--- src/rtl/uart_alu_interface.sv ---
// Sequences three received bytes (A, B, opcode) onto the ALU buses, then hands the
// ALU result to the UART transmitter and waits for its end-of-frame pulse.
module uart_alu_interface #(
   parameter int unsigned DBIT  = 8,
   parameter int unsigned NB_OP = 6
) (
   input  logic             clk,
   input  logic             reset,
   input  logic             rx_data_ready,
   input  logic [DBIT-1:0]  rx_data,
   input  logic [DBIT-1:0]  alu_result,
   input  logic             tx_done,
   output logic [DBIT-1:0]  alu_a,
   output logic [DBIT-1:0]  alu_b,
   output logic [NB_OP-1:0] alu_op,
   output logic [DBIT-1:0]  tx_data,
   output logic             tx_start,
   output logic             busy,
   output logic             rx_overrun
);

   typedef enum logic [2:0] {
      WAIT_A  = 3'd0,
      WAIT_B  = 3'd1,
      WAIT_OP = 3'd2,
      EXEC    = 3'd3,
      WAIT_TX = 3'd4
   } state_t;

   state_t           r_state;
   logic             r_rdy_q;
   logic [DBIT-1:0]  r_alu_a;
   logic [DBIT-1:0]  r_alu_b;
   logic [NB_OP-1:0] r_alu_op;
   logic [DBIT-1:0]  r_tx_data;
   logic             r_tx_start;
   logic             r_busy;
   logic             r_rx_overrun;
   logic             w_byte_evt;

   // r_rdy_q resets high so a level already asserted at reset release is not a byte
   assign w_byte_evt = rx_data_ready & ~r_rdy_q;

   always_ff @(posedge clk) begin
      if (!reset) begin
         r_state      <= WAIT_A;
         r_rdy_q      <= 1'b1;
         r_alu_a      <= '0;
         r_alu_b      <= '0;
         r_alu_op     <= '0;
         r_tx_data    <= '0;
         r_tx_start   <= 1'b0;
         r_busy       <= 1'b0;
         r_rx_overrun <= 1'b0;
      end else begin
         r_rdy_q      <= rx_data_ready;
         r_rx_overrun <= 1'b0;
         case (r_state)
            WAIT_A: begin
               if (w_byte_evt) begin
                  r_alu_a <= rx_data;
                  r_state <= WAIT_B;
               end
            end
            WAIT_B: begin
               if (w_byte_evt) begin
                  r_alu_b <= rx_data;
                  r_state <= WAIT_OP;
               end
            end
            WAIT_OP: begin
               if (w_byte_evt) begin
                  r_alu_op <= rx_data[NB_OP-1:0];
                  r_busy   <= 1'b1;
                  r_state  <= EXEC;
               end
            end
            EXEC: begin
               r_tx_data    <= alu_result;
               r_tx_start   <= 1'b1;
               r_rx_overrun <= w_byte_evt;
               r_state      <= WAIT_TX;
            end
            WAIT_TX: begin
               r_tx_start   <= 1'b0;
               // a byte arriving alongside tx_done is still dropped
               r_rx_overrun <= w_byte_evt;
               if (tx_done) begin
                  r_busy  <= 1'b0;
                  r_state <= WAIT_A;
               end
            end
            default: begin
               r_busy  <= 1'b0;
               r_state <= WAIT_A;
            end
         endcase
      end
   end

   assign alu_a      = r_alu_a;
   assign alu_b      = r_alu_b;
   assign alu_op     = r_alu_op;
   assign tx_data    = r_tx_data;
   assign tx_start   = r_tx_start;
   assign busy       = r_busy;
   assign rx_overrun = r_rx_overrun;

endmodule

--- config.mk ---
export PLATFORM = sky130hd
export DESIGN_NAME = uart_alu_interface
export DESIGN_NICKNAME = d
export VERILOG_FILES = /design/src/rtl/uart_alu_interface.sv
export SDC_FILE = /design/constraint.sdc
export NUM_CORES = 1
export LEC_CHECK = 0
export ABC_AREA = 0
export BUFFER_PORTS_ARGS = -buffer_cell sky130_fd_sc_hd__buf_2
export CAP_MARGIN = 10
export CORE_MARGIN = 5
export CORE_UTILIZATION = 51
export DETAILED_ROUTE_END_ITERATION = 8
export PLACE_DENSITY = 0.82
export SLEW_MARGIN = 20
export SYNTH_ARGS = -nofsm -noshare
export SYNTH_HDL_FRONTEND = slang
export SYNTH_SLANG_ARGS = --single-unit
--- constraint.sdc ---
create_clock -name clk -period 3.5 [get_ports clk]
set_input_delay 0.35 -clock clk [delete_from_list [all_inputs] [get_ports clk]]
set_output_delay 0.35 -clock clk [all_outputs]
set_load 0.02 [all_outputs]
# After elaboration in Yosys (flattened, before gate mapping)
# Index checks and enable logic that the tools add are counted.
[totals] in_bits=20 elab_cells=39 register_bits=37 output_inout_bits=33
[op_classes] n_reduce_logical=10 n_mux=9 eq_ne=8 n_bitwise=3
[op_table] op="3-bit case mux with 5 select lines" count=1
[op_table] op="3-bit 2-to-1 mux" count=4
[op_table] op="2-bit inequality test (second input constant)" count=4
[op_table] op="2-bit AND reduction" count=4
[op_table] op="3-bit by 2-bit equality test with 1-bit output (second input constant)" count=2
[op_table] op="4-bit AND reduction" count=1
[op_table] op="3-bit by 1-bit equality test with 1-bit output (second input constant)" count=1
[op_table] op="3-bit equality test (second input constant)" count=1
[op_table] op="3-bit logical NOT" count=1
[op_table] op="1-bit case mux with 3 select lines" count=1
[op_table] op="3-bit AND reduction" count=1
[op_table] op="3-bit OR reduction" count=1
[op_table] op="1-bit 2-to-1 mux" count=2
[op_table] op="1-bit NOT" count=2
[op_table] op="1-bit case mux with 2 select lines" count=1
[op_table] op="2-bit nonzero test" count=1
[op_table] op="2-bit OR reduction" count=1
[op_table] op="1-bit AND" count=1

# Longest topological paths before layout
[logic_depth] depth_word=4 ltp_mapped=5 ltp_nobuf=3

# Worst setup path after synthesis
# Ideal clock, no wire load.
[synth_path] path_type="input-to-reg" from="input port rx_data_ready" to="register r_alu_b[4] (netlist: alu_b[4])" t_required_ps=3381 path_buffers=2 path_slack_ps=2095 setup_ps=119 path_stages=5 arrival_ps=1286 path_cell_list="nor2b_2 buf_4 or4b_1 buf_6 mux2i_1"
[synth_via] elab_chain_cells=2
[synth_lines] element="start, declared" line_no="9" text="input logic rx_data_ready,"
[synth_lines] element="1-bit AND" line_no="42" text="assign w_byte_evt = rx_data_ready & ~r_rdy_q;"
[synth_lines] element="2-bit AND reduction (no source line)"
[synth_lines] element="end signal, assigned" line_no="67" text="r_alu_b <= rx_data;"
[synth_lines] element="end, declared" line_no="33" text="logic [DBIT-1:0] r_alu_b;"
# No other way between the ends.
# A chain may end at the register's enable or synchronous reset.

# Worst setup path in the final report
[layout_path] from="register r_state[0]" to="register r_alu_b[5] (netlist: alu_b[5])"
[layout_via] elab_chain_cells=2
[layout_lines] element="start, declared" line_no="30" text="state_t r_state;"
[layout_lines] element="start signal, assigned" line_no="46" text="r_state <= WAIT_A;"
[layout_lines] element="start signal, assigned" line_no="62" text="r_state <= WAIT_B;"
[layout_lines] element="start signal, assigned" line_no="68" text="r_state <= WAIT_OP;"
[layout_lines] element="3-bit by 1-bit equality test with 1-bit output" line_no="58" text="case (r_state)"
[layout_lines] element="2-bit AND reduction (no source line)"
# No other way between the ends.

==> reports/summary.txt <==
CTS Hold Bufs -> 0
Crit. End Element -> flop
Vias -> 1138
Startpoint Class -> flop
hpwl dp -> 2200 µm
core area -> 2730 µm²
initial cell density of the core -> 52.4%
dpl ws -> 1.79 ns
PortBufs -> 52
Rows -> 19
Critical Path AT -> 1.86 ns
Util after Layout -> 63.7%
crit path time final -> 1.64 ns
I/O pin cnt -> 53
max-slew violation count -> 0
CTS Root Cell -> clkbuf_4
Avg Cell Area, Syn -> 9.89 µm²
clock buffer depth -> 2
setup ws final -> 1.86 ns
maximum VDD drop -> 0.352 mV
fill count -> 256
Starting DRT DRC Count -> 26
class of the worst hold path -> input pin to flop
final setup fails -> 0
Final Skew -> 0.00855 ns
critical path's slowest cell -> or4b_1
syn_nets -> 165
Yosys reg bits -> 37
mapped cell area -> 1430 µm²
setup TNS -> 0 ns
CP peak stage delay -> 0.74 ns
P&R area growth vs syn -> 21.4%
synthesized instance count -> 145
final hold viol count -> 0
initial antenna violation count -> 0
vias in the first global route -> 1160
crit-path leading delay family -> simple AND/OR/NAND/NOR gates
post-cts resize count -> 0
chip width -> 63.0 µm
Vert. Die Dim -> 63.0 µm
gpl congestion -> 0.728
crit path cell chain -> inv_1 -> or4b_1 -> mux2i_1
Post-DRT Antenna Nets -> 0
sequential fraction of the synthesis area -> 51.7%
Clock transition at path regs -> 0.10 ns
outcome -> finished, final reports clean
All-Layer GR Usage -> 16.0%
WL final -> 3050 µm
CP Data Required Time -> 3.72 ns
worst-path maximum fanout -> 9
ANT cells -> 0
Post-Place Cells -> 216
DIE AREA -> 3970 µm²
H-tree levels -> 2
clk_lat worst skew -> 0.34 ns
layout cells sized above 1 -> 31.6%
first-pass GRT wire length -> 5070 µm
Remaining DRCs -> 0
drt first pass iters -> 4
Worst-Margin Slew -> 0.678 ns
Crit Path Class -> flop to flop
Leak -> 0.973 nW
Power per Cell Area -> 419 nW/µm²
vias per inst -> 5.08
Max Clk Rate -> 611 MHz
CP bufs+invs -> 1
Max-Cap Viols -> 0
pin count of the biggest net entering global routing -> 46
Non-Filler Instances -> 224
TritonCTS clock tree -> yes
Slew HR -> 54.8%
WL per Instance -> 13.6 µm
fin nets -> 212
total clock sinks -> 37
synth unique cells -> 21
post-CTS setup buffers -> 0
Synth warnings -> 0
RSZ-0062 raised after global routing -> no
Tcrit/Tclk final -> 46.8%
GRT overflow -> 0
cts bufs inserted -> 5
## logic make-up (layout without fill, tap and decap cells)
family | count (synthesis) | in the layout | share of synthesized area (%)
flip-flops | 37 | 37 | 51.7
AO/OA/AOI/OAI | 8 | 8 | 3.14
buffers and inverters | 14 | 62 | 4.89
multiplexers | 31 | 31 | 21.6
AND/OR/NAND/NOR | 55 | 55 | 18.7
## cell usage after synthesis
master    instances  share of area, %
inv_1             2              0.52
nand3b_1          3               1.6
nor2_1            2              0.52
buf_6             1              0.79
dfxtp_1          37                52
nor3b_1           2               1.0
nand2b_1          1              0.44
and2_1            1              0.44
nand3_1           1              0.35
a21boi_0          1              0.52
a21oi_1           4               1.4
clkbuf_1          7               1.8
o31ai_1           1              0.52
mux2i_1          31                22
or4b_1            1              0.70
nor2b_1          10               4.4
o21ai_0           2              0.70
buf_4             2               1.0
nand2_1          33               8.6
nor2b_2           1              0.61
buf_2             2              0.70
## path summary, 6_finish.rpt
check | slack [ns] | startpoint | cells after the start | to
hold / removal | 0.22 | rx_data_ready | 2 | r_rdy_q$_SDFF_PN1_
setup / recovery | 1.86 | r_state[0]$_SDFFE_PN0P_ | 3 | alu_b[5]$_SDFFE_PN0P_
setup reg to reg | 1.86 | r_state[0]$_SDFFE_PN0P_ | 3 | alu_b[5]$_SDFFE_PN0P_
hold reg to reg | 0.46 | busy$_SDFFE_PN0P_ | 2 | busy$_SDFFE_PN0P_
## stage by stage
stage / hold WS [ns] / power (mW) / area [µm²]
2_1_floorplan: 0.451 / 0.470 / 1430
3_3_place_gp: 0.429 / 0.485 / 1670
3_5_place_dp: 0.450 / 0.487 / 1670
4_1_cts: 0.208 / 0.739 / 1740
5_1_grt: 0.202 / 0.761 / 1740
6_report: 0.215 / 0.730 / 1740
## state kept, by name, summed over array words and instances (netlist names)
signal / flops
tx_start: 1
r_rdy_q: 1
busy: 1
rx_overrun: 1
alu_b: 8
r_state: 3
alu_a: 8
alu_op: 6
tx_data: 8
## area by class of cell
cell class | count | area, µm² | area share (%)
multi-input cells | 94 | 623 | 35.8
inverters | 2 | 7.51 | 0.431
well taps | 31 | 38.8 | 2.23
clock buffers | 7 | 65.1 | 3.74
clock inverters | 1 | 5.00 | 0.288
flip-flops and latches | 37 | 741 | 42.6
repair buffers | 52 | 260 | 15.0
## layout by cell type (no fill, tap or decap), types with 2 or more instances in the layout
| master | synthesis | final |
|---|---|---|
| dfxtp_1 | 37 | 37 |
| mux2i_1 | 31 | 31 |
| nor2b_1 | 10 | 10 |
| buf_2 | 2 | 52 |
| o21ai_0 | 2 | 2 |
| nand3b_1 | 3 | 3 |
| nand2_1 | 33 | 33 |
| clkbuf_8 | 0 | 2 |
| clkbuf_4 | 0 | 5 |
| nor3b_1 | 2 | 2 |
| nor2_1 | 2 | 2 |
| inv_1 | 2 | 2 |
| a21oi_1 | 4 | 4 |
## report_power, final
part	switching, mW	internal (mW)	total [mW]
sequential	0.00386	0.426	0.430
combinational	0.0268	0.0201	0.0469
clock	0.136	0.116	0.253
total	0.167	0.563	0.730
## routing by layer
layer / share of wire (%) / wire length, µm / track usage [%] / vias to the layer above
met2: 46 / 1410 / 25.9 / 45
met5: 0 / 0 / 0 / -
met4: 1.7 / 51 / 6.37 / 0
met1: 42 / 1290 / 17.2 / 517
met3: 9.9 / 302 / 8.63 / 6
li1: - / - / - / 570
(Power assumes the default switching activity.)
